===== config.mk =====
export PLATFORM = sky130hd
export DESIGN_NAME = spi_controller_flat
export DESIGN_NICKNAME = d
export VERILOG_FILES = /design/src/rtl/spi_pkg.sv /design/src/rtl/spi_controller_if.sv /design/src/rtl/spi_phase_timer.sv /design/src/rtl/spi_controller.sv /design/src/flat_wrapper.sv
export SDC_FILE = /design/constraint.sdc
export NUM_CORES = 1
export LEC_CHECK = 0
export BUFFER_PORTS_ARGS = -buffer_cell sky130_fd_sc_hd__buf_4
export CAP_MARGIN = 20
export CELL_PAD_IN_SITES_DETAIL_PLACEMENT = 1
export CELL_PAD_IN_SITES_GLOBAL_PLACEMENT = 1
export CORE_MARGIN = 2
export CORE_UTILIZATION = 42
export CTS_CLUSTER_SIZE = 30
export DETAILED_ROUTE_END_ITERATION = 8
export PLACE_DENSITY_LB_ADDON = 0.3
export SYNTH_ARGS = -nofsm -noshare
export SYNTH_HDL_FRONTEND = slang
export SYNTH_SLANG_ARGS = --single-unit

===== constraint.sdc =====
create_clock -name clk -period 2.6 [get_ports clk]
set_input_delay 0 -clock clk [delete_from_list [all_inputs] [get_ports clk]]
set_output_delay 0 -clock clk [all_outputs]
set_load 0.01 [all_outputs]

===== src/rtl/spi_pkg.sv =====
`default_nettype none
// +----------------------------------------------------------------------+
// | spi_pkg : frame layout constants and controller state encoding       |
// | Revision: 1.0                                                        |
// +----------------------------------------------------------------------+
package spi_pkg;

    localparam int FRAME_W   = 16;
    localparam int WRITE_BIT = 15;
    localparam int ADDR_MSB  = 14;
    localparam int ADDR_LSB  = 8;
    localparam int DATA_W    = 8;
    localparam int ADDR_W    = ADDR_MSB - ADDR_LSB + 1;
    localparam int MAX_ADDR  = 4;

    typedef enum logic [2:0] {
        ST_IDLE  = 3'd0,
        ST_SETUP = 3'd1,
        ST_SHIFT = 3'd2,
        ST_HOLD  = 3'd3,
        ST_GAP   = 3'd4
    } ctrl_state_t;

    function automatic logic [FRAME_W-1:0] pack_frame(
        input logic              wr,
        input logic [ADDR_W-1:0] addr,
        input logic [DATA_W-1:0] data
    );
        return {wr, addr, data};
    endfunction

endpackage
`default_nettype wire


===== src/rtl/spi_controller_if.sv =====
`default_nettype none
// +----------------------------------------------------------------------+
// | spi_controller_if : command handshake and status between requester   |
// | and the SPI controller.  Revision: 1.0                               |
// +----------------------------------------------------------------------+
interface spi_controller_if;

    logic                       req_valid;
    logic                       req_ready;
    logic                       req_write;
    logic [spi_pkg::ADDR_W-1:0] req_addr;
    logic [spi_pkg::DATA_W-1:0] req_data;
    logic                       busy;
    logic                       done;

    modport master (
        output req_valid, req_write, req_addr, req_data,
        input  req_ready, busy, done
    );

    modport slave (
        input  req_valid, req_write, req_addr, req_data,
        output req_ready, busy, done
    );

endinterface
`default_nettype wire


===== src/rtl/spi_phase_timer.sv =====
`default_nettype none
// +----------------------------------------------------------------------+
// | spi_phase_timer : 8-bit loadable down-counter; expired marks the last |
// | cycle of a loaded interval.  Revision: 1.0                           |
// +----------------------------------------------------------------------+
module spi_phase_timer (
    input  wire logic       clk,
    input  wire logic       rst_n,
    input  wire logic       load,
    input  wire logic [7:0] load_val,
    output logic            expired
);

    logic [7:0] r_count;

    // Loading N yields exactly N cycles before the reload edge.
    always_ff @(posedge clk) begin
        if (!rst_n) begin
            r_count <= 8'd0;
        end else if (load) begin
            r_count <= load_val;
        end else if (r_count != 8'd0) begin
            r_count <= r_count - 8'd1;
        end
    end

    assign expired = (r_count == 8'd1);

endmodule
`default_nettype wire


===== src/rtl/spi_controller.sv =====
`default_nettype none
// +----------------------------------------------------------------------+
// | spi_controller : mode-0 SPI master sending one 16-bit write frame per |
// | accepted command.  Revision: 1.0                                     |
// +----------------------------------------------------------------------+
module spi_controller
    import spi_pkg::*;
#(
    parameter int CLK_DIV  = 4,
    parameter int CS_SETUP = 2,
    parameter int CS_HOLD  = 2,
    parameter int CS_GAP   = 4
) (
    input  wire logic        clk,
    input  wire logic        rst_n,
    spi_controller_if.slave  bus,
    output logic             sclk,
    output logic             COPI,
    output logic             nCS
);

    ctrl_state_t        r_state;
    logic [FRAME_W-1:0] r_shreg;
    logic [3:0]         r_bit_cnt;
    logic               r_phase_hi;
    logic               r_sclk;
    logic               r_copi;
    logic               r_ncs;
    logic               r_busy;
    logic               r_done;

    logic               w_load;
    logic [7:0]         w_load_val;
    logic               w_expired;
    logic [FRAME_W-1:0] w_frame;

    assign w_frame = pack_frame(bus.req_write, bus.req_addr, bus.req_data);

    spi_phase_timer u_timer (
        .clk      (clk),
        .rst_n    (rst_n),
        .load     (w_load),
        .load_val (w_load_val),
        .expired  (w_expired)
    );

    // Reload value is the length of whichever interval starts on this edge.
    always_comb begin
        w_load     = 1'b0;
        w_load_val = 8'(CLK_DIV);
        case (r_state)
            ST_IDLE: begin
                if (bus.req_valid) begin
                    w_load     = 1'b1;
                    w_load_val = 8'(CS_SETUP);
                end
            end
            ST_SETUP: w_load = w_expired;
            ST_SHIFT: begin
                if (w_expired) begin
                    w_load = 1'b1;
                    if (r_phase_hi && (r_bit_cnt == 4'd0)) begin
                        w_load_val = 8'(CS_HOLD);
                    end
                end
            end
            ST_HOLD: begin
                if (w_expired) begin
                    w_load     = 1'b1;
                    w_load_val = 8'(CS_GAP);
                end
            end
            default: ;
        endcase
    end

    always_ff @(posedge clk) begin
        if (!rst_n) begin
            r_state    <= ST_IDLE;
            r_shreg    <= '0;
            r_bit_cnt  <= 4'd0;
            r_phase_hi <= 1'b0;
            r_sclk     <= 1'b0;
            r_copi     <= 1'b0;
            r_ncs      <= 1'b1;
            r_busy     <= 1'b0;
            r_done     <= 1'b0;
        end else begin
            r_done <= 1'b0;
            case (r_state)
                ST_IDLE: begin
                    if (bus.req_valid) begin
                        r_shreg <= w_frame;
                        r_copi  <= w_frame[WRITE_BIT];
                        r_ncs   <= 1'b0;
                        r_busy  <= 1'b1;
                        r_state <= ST_SETUP;
                    end
                end
                ST_SETUP: begin
                    if (w_expired) begin
                        r_bit_cnt  <= 4'(FRAME_W - 1);
                        r_phase_hi <= 1'b0;
                        r_state    <= ST_SHIFT;
                    end
                end
                ST_SHIFT: begin
                    if (w_expired) begin
                        if (!r_phase_hi) begin
                            r_sclk     <= 1'b1;
                            r_phase_hi <= 1'b1;
                        end else begin
                            r_sclk     <= 1'b0;
                            r_phase_hi <= 1'b0;
                            if (r_bit_cnt == 4'd0) begin
                                r_copi  <= 1'b0;
                                r_state <= ST_HOLD;
                            end else begin
                                r_copi    <= r_shreg[r_bit_cnt - 4'd1];
                                r_bit_cnt <= r_bit_cnt - 4'd1;
                            end
                        end
                    end
                end
                ST_HOLD: begin
                    if (w_expired) begin
                        r_ncs   <= 1'b1;
                        r_done  <= 1'b1;
                        r_state <= ST_GAP;
                    end
                end
                ST_GAP: begin
                    if (w_expired) begin
                        r_busy  <= 1'b0;
                        r_state <= ST_IDLE;
                    end
                end
                default: r_state <= ST_IDLE;
            endcase
        end
    end

    assign bus.req_ready = (r_state == ST_IDLE);
    assign bus.busy      = r_busy;
    assign bus.done      = r_done;
    assign sclk          = r_sclk;
    assign COPI          = r_copi;
    assign nCS           = r_ncs;

endmodule
`default_nettype wire


===== src/flat_wrapper.sv =====
// flat-port wrapper written by rule: the top's interface ports become plain ports
module spi_controller_flat import spi_pkg::*;
#(
    parameter int CLK_DIV  = 4,
    parameter int CS_SETUP = 2,
    parameter int CS_HOLD  = 2,
    parameter int CS_GAP   = 4
)
  (clk, rst_n, sclk, COPI, nCS, bus_req_valid, bus_req_write, bus_req_addr, bus_req_data, bus_req_ready, bus_busy, bus_done);
  spi_controller_if bus_i ();
  input  wire logic clk;
  input  wire logic rst_n;
  output logic sclk;
  output logic COPI;
  output logic nCS;
  input wire logic [$bits(bus_i.req_valid)-1:0] bus_req_valid;
  input wire logic [$bits(bus_i.req_write)-1:0] bus_req_write;
  input wire logic [$bits(bus_i.req_addr)-1:0] bus_req_addr;
  input wire logic [$bits(bus_i.req_data)-1:0] bus_req_data;
  output wire logic [$bits(bus_i.req_ready)-1:0] bus_req_ready;
  output wire logic [$bits(bus_i.busy)-1:0] bus_busy;
  output wire logic [$bits(bus_i.done)-1:0] bus_done;
  assign bus_i.req_valid = bus_req_valid;
  assign bus_i.req_write = bus_req_write;
  assign bus_i.req_addr = bus_req_addr;
  assign bus_i.req_data = bus_req_data;
  assign bus_req_ready = bus_i.req_ready;
  assign bus_busy = bus_i.busy;
  assign bus_done = bus_i.done;
  spi_controller #(.CLK_DIV(CLK_DIV), .CS_SETUP(CS_SETUP), .CS_HOLD(CS_HOLD), .CS_GAP(CS_GAP)) u_core (.clk(clk), .rst_n(rst_n), .bus(bus_i), .sclk(sclk), .COPI(COPI), .nCS(nCS));
endmodule

* Word-level counts from Yosys, hierarchy flattened
Cells that the tools add are included.
Widths: inputs -> output; s select.
** Word-level totals
- Register bits :: 37
- Bits in latches :: 0
- Bits in writable memories :: 0
- ROM bits :: 0
- Input port bits :: 19
- Logic and storage cells :: 83
- Memories :: 0
** Operators by class
- $add $sub $neg :: 2
- Multipliers :: 0
- Divide/modulo/power cells :: 0
- Magnitude comparators :: 1
- Eq/ne operators :: 13
- Shift operators :: 0
- Muxes and demuxes :: 38
- Bitwise operators :: 0
- Reduce and logical (&&, ||, !) cells :: 19
** Operator list (count)
- $mux 3 :: 9
- $mux 8 :: 3
- $mux 4 :: 4
- $pmux 8 s2 :: 1
- $pmux 3 s5 :: 1
- $mux 1 :: 13
- $ne 2x1->1 const B :: 6
- $reduce_bool 2->1 :: 5
- $reduce_and 3->1 :: 3
- $eq 8x1->1 const B :: 1
- $pmux 1 s2 :: 4
- $pmux 4 s2 :: 1
- $reduce_bool 8->1 :: 1
- $sub 8x1->8 const B :: 1
- $reduce_and 7->1 :: 1
- $eq 3x2->1 const B :: 2
- $reduce_and 2->1 :: 3
- $lt 4x5->1 const B :: 1
- $reduce_and 5->1 :: 1
- $bmux 1 s4 :: 1
- $logic_not 4->1 :: 1
- $ne 2x2->1 const B :: 2
- $reduce_and 4->1 :: 1
- $sub 4x1->4 const B :: 1
- other kinds (6) :: 6

* Logic depth before layout (Yosys ltp)
- Depth after elaboration :: 7
- Depth in mapped cells :: 7
- Depth with buffers taken out :: 6

* Hierarchy
A second synthesis with hierarchy kept.
** Unflattened totals
- Cell total of the unflattened synthesis :: 231
- Area total of the unflattened synthesis :: 1951.9 µm²
** Modules (own cells, without submodules)
- spi_controller :: instances 1, cells an instance 177, area an instance 1456.4 µm², seq. area each 580.6 µm²
- spi_phase_timer :: instances 1, cells an instance 54, area an instance 495.5 µm², seq. area each 160.2 µm²

* Worst setup path before layout
Ideal clock, no wire load.
- Path kind :: register to register
- From :: register u_core.r_bit_cnt[0]
- To :: register u_core.r_copi, in the netlist u_core.COPI
- Library setup time :: 0.122 ns
- Arrival :: 1.884 ns
- Required time :: 2.478 ns
- Setup slack :: 0.594 ns
- Cell stages (with the launch flop) :: 8
- Buffers on the path :: 1
- Period minus slack after synthesis :: 2.006 ns
- Path through :: dfxtp_1 > buf_2 > inv_1 > ha_1 > mux4_2 > mux2i_1 > nor3b_1 > o311a_1
** Between the ends
- Word-level cells in the longest chain between the ends :: 7
** Ends and longest elaborated chain
- start, declared :: line spi_controller.sv:24 : logic [3:0] r_bit_cnt;
- start signal, assigned :: line spi_controller.sv:102 : r_bit_cnt <= 4'(FRAME_W - 1);
- start signal, assigned :: line spi_controller.sv:120 : r_bit_cnt <= r_bit_cnt - 4'd1;
- $sub 4x1->4 :: line spi_controller.sv:119 : r_copi <= r_shreg[r_bit_cnt - 4'd1];
- $bmux 1 s4 :: line spi_controller.sv:119
- $mux 1 (not written as such) :: line spi_controller.sv:119
- $mux 1 * :: line spi_controller.sv:115 : if (r_bit_cnt == 4'd0) begin
- $mux 1 * :: line spi_controller.sv:109 : if (!r_phase_hi) begin
- $mux 1 * :: line spi_controller.sv:108 : if (w_expired) begin
- $pmux 1 s2 * :: line spi_controller.sv:90 : case (r_state)
- end signal, assigned :: line spi_controller.sv:94 : r_copi <= w_frame[WRITE_BIT];
- end signal, assigned :: line spi_controller.sv:119
- end, declared :: line spi_controller.sv:27 : logic r_copi;
Every way passes the cells marked *; elsewhere a longest branch is shown, timed or not. The select of a mux whose other input is x is not followed.
A chain may end at the register's enable or synchronous reset.

* Worst setup path in the final report
Same ends and word-level chain as after synthesis.

==> impl_metrics.tcl <==
set metrics [dict create \
    syn_to_final_growth_pct 26.4 \
    max_slew_margin 0.492 \
    hold_viol 0 \
    avgSynthCellArea_sq_um 8.64 \
    synth_area_sq_um 1800 \
    insertion_delay_ns 0.29 \
    fin_nets 272 \
    hp-class "in -> reg" \
    core-area_sq_um 4060 \
    layout_commonest_cell "nand2_1" \
    slowest_delay_ns 0.55 \
    overflow 0 \
    fp-row-count 23 \
    place_hpwl_um 3170 \
    layout-drive-gt1-share 0.180 \
    cts_resized 0 \
    min_from "bus_req_valid" \
    vdd_drop_max_uv 496 \
    gp_congestion 0.818 \
    status "finished, final reports clean" \
    drc 0 \
    cts_root_buf "clkbuf_8" \
    synth_seq_cells 37 \
    antenna_found_initial 0 \
    slowest_stage "dfxtp_1" \
    cts_sinks 37 \
    cp_max_fo 8 \
    ys_seq_area_frac 0.412 \
    path_buf_inv 1 \
    maxCapViolCount 0 \
    r2r_start "u_core.r_bit_cnt[0]$_SDFFE_PN0P_" \
    power_density_nw_per_um2 869 \
    leakage_nw 0.893 \
    ys.flop_type "dfxtp_1" \
    stdcell_count 300 \
    path_cells "inv_1 > ha_1 > mux4_2 > mux2i_1 > nor3b_1 > o311a_1" \
    synth-edff-count 0 \
    endpoint_kind "flop" \
    rsz0062_at_grt "false" \
    skew_ns 0.00693 \
    worstSetupPathType "reg -> reg" \
    drtPass1Iterations 4 \
    final_cell_mix "38 x nand2_1, 37 x dfxtp_1, 26 x a21oi_1, 26 x buf_4, 17 x dlygate4sd3_1" \
    die_w_um 69.4 \
    worst_slack_ns 0.381 \
    clock.fmax_ghz 0.451 \
    die_area_sq_um 4820 \
    dr.first_iter.drc_count 122 \
    ios 25 \
    fin_setup_tns_ns 0 \
    drtAntennaViolNets 0 \
    start_kind "flop" \
    postSynthCellCount 208 \
    start_util 0.443 \
    yosys.area_share.simple 0.267 \
    dp.cells 275 \
    drv_slew 0 \
    synth_fp_nets 231 \
    grt_max_degree 28 \
    num_vias 1622 \
    antenna_cells 0 \
    synth_cell_types 45 \
    cp.arrival_ns 2.40 \
    routedWlPerCell_um 15.6 \
    max_slew.worst_pin.slew_ns 0.757 \
    startpoint "u_core.r_bit_cnt[0]$_SDFFE_PN0P_" \
    clk_pin_slew_ns 0.07 \
    path_delay_family "multiplexers" \
    htree_levels 2 \
    multi_input_area_sq_um 987 \
    synth_xor_xnor_area_share 0.0438 \
    finalCritPeriodShare 0.853 \
    post_synth_mux_area_share 0.0668 \
    grt_pass1_vias 1611 \
    synth_top_family_by_area "simple AND/OR/NAND/NOR gates" \
    port_buffers 24 \
    regArea_sq_um 741 \
    ctsLongestPathBuffers 2 \
    async_reset_ff_frac 0 \
    drt_wl_total_um 4690 \
    synth_fa_ha_area_frac 0.0278 \
    finalSetupViolations 0 \
    grtUsageTotal 0.213 \
    required_ns 2.78 \
    min_period_ns 2.22 \
    grt_pass1_wl_um 8130 \
    fillers 497 \
    post-route-util 0.560 \
    place_ws_ns 0.370 \
    hold_slack_ns 0.256 \
    cts_tree "done" \
    synth_compound_area_frac 0.143 \
    yosys_warnings 0 \
    vias_per_cell 5.41 \
    numCtsBuffers 5 \
    die_h_um 69.4 \
]
## worst paths after layout
kind | slack, ns | cells past startpoint | to
worst min-delay path | 0.26 | 4 | u_core.bus.busy$_SDFFE_PN0P_
worst max register to register | 0.38 | 6 | u_core.COPI$_SDFFE_PN0P_
worst min register to register | 0.46 | 2 | u_core.r_shreg[5]$_SDFFE_PN0N_
worst max-delay path | 0.38 | 6 | u_core.COPI$_SDFFE_PN0P_
## flip-flops by register name, indices dropped and copies added (netlist names), 3 cells and up
name and cells:
u_core.r_bit_cnt 4, u_core.r_shreg 16, u_core.r_state 3, u_core.u_timer.r_count 8
## timing repair
item | 4_1_cts | 5_1_grt
setup buffers | 0 | 0
endpoints found under the hold margin | 18 | 0
hold buffers | 17 | 0
## layout make-up
type,instances,area share
Clock buffer,5,0.0303
Inverter,8,0.0132
Tap cell,50,0.0275
Sequential cell,37,0.326
Multi-Input combinational cell,154,0.434
Clock inverter,3,0.00771
Timing Repair Buffer,43,0.161
## metrics by stage
| step | cell area (sq um) | power (mW) |
|---|---|---|
| after floorplan | 1800 | 1.38 |
| after global placement | 2020 | 1.55 |
| after detailed placement | 2020 | 1.57 |
| after CTS | 2270 | 1.99 |
| after global routing | 2270 | 2.14 |
| final | 2270 | 1.97 |
## where the power goes
part	internal [mW]	total (mW)	switching, mW
Combinational	0.358	0.796	0.438
Clock	0.185	0.391	0.206
Sequential	0.664	0.787	0.123
Total	1.21	1.97	0.767
## metal layers
layer  wire, um  global-route usage
met5          0                   0
met4         59              0.0654
met3        145              0.0480
met2       2210               0.335
met1       2270               0.293
## cell families (layout without fill, tap and decap cells)
logic type | Yosys count | in the layout
simple gates | 90 | 90
flops | 37 | 37
buf+inv | 17 | 59
fa+ha+maj | 4 | 4
xor+xnor | 9 | 9
mux | 7 | 7
compound gates | 44 | 44
## Yosys cell counts (4+ instances only)
| cell | n | share of area |
|---|---|---|
| nor3_1 | 10 | 0.028 |
| nand2_1 | 38 | 0.079 |
| xor2_1 | 5 | 0.024 |
| mux4_2 | 4 | 0.050 |
| a21oi_1 | 26 | 0.072 |
| xnor2_1 | 4 | 0.019 |
| nor2_1 | 12 | 0.025 |
| ha_1 | 4 | 0.028 |
| dfxtp_1 | 37 | 0.41 |
| clkbuf_1 | 4 | 0.0083 |
| inv_1 | 7 | 0.015 |
| buf_2 | 5 | 0.014 |
## worst register-to-register path: cells and delay by family (launching register included)
kind                       cells  cell delay (ns)
muxes                          2             0.68
buffers and inverters          1             0.08
AOI/OAI and AO/OA              1             0.33
DFF                            1             0.55
adders and majority gates      1             0.40
and+or+nand+nor                1             0.07
No activity file was read; power rests on OpenSTA's default activity.
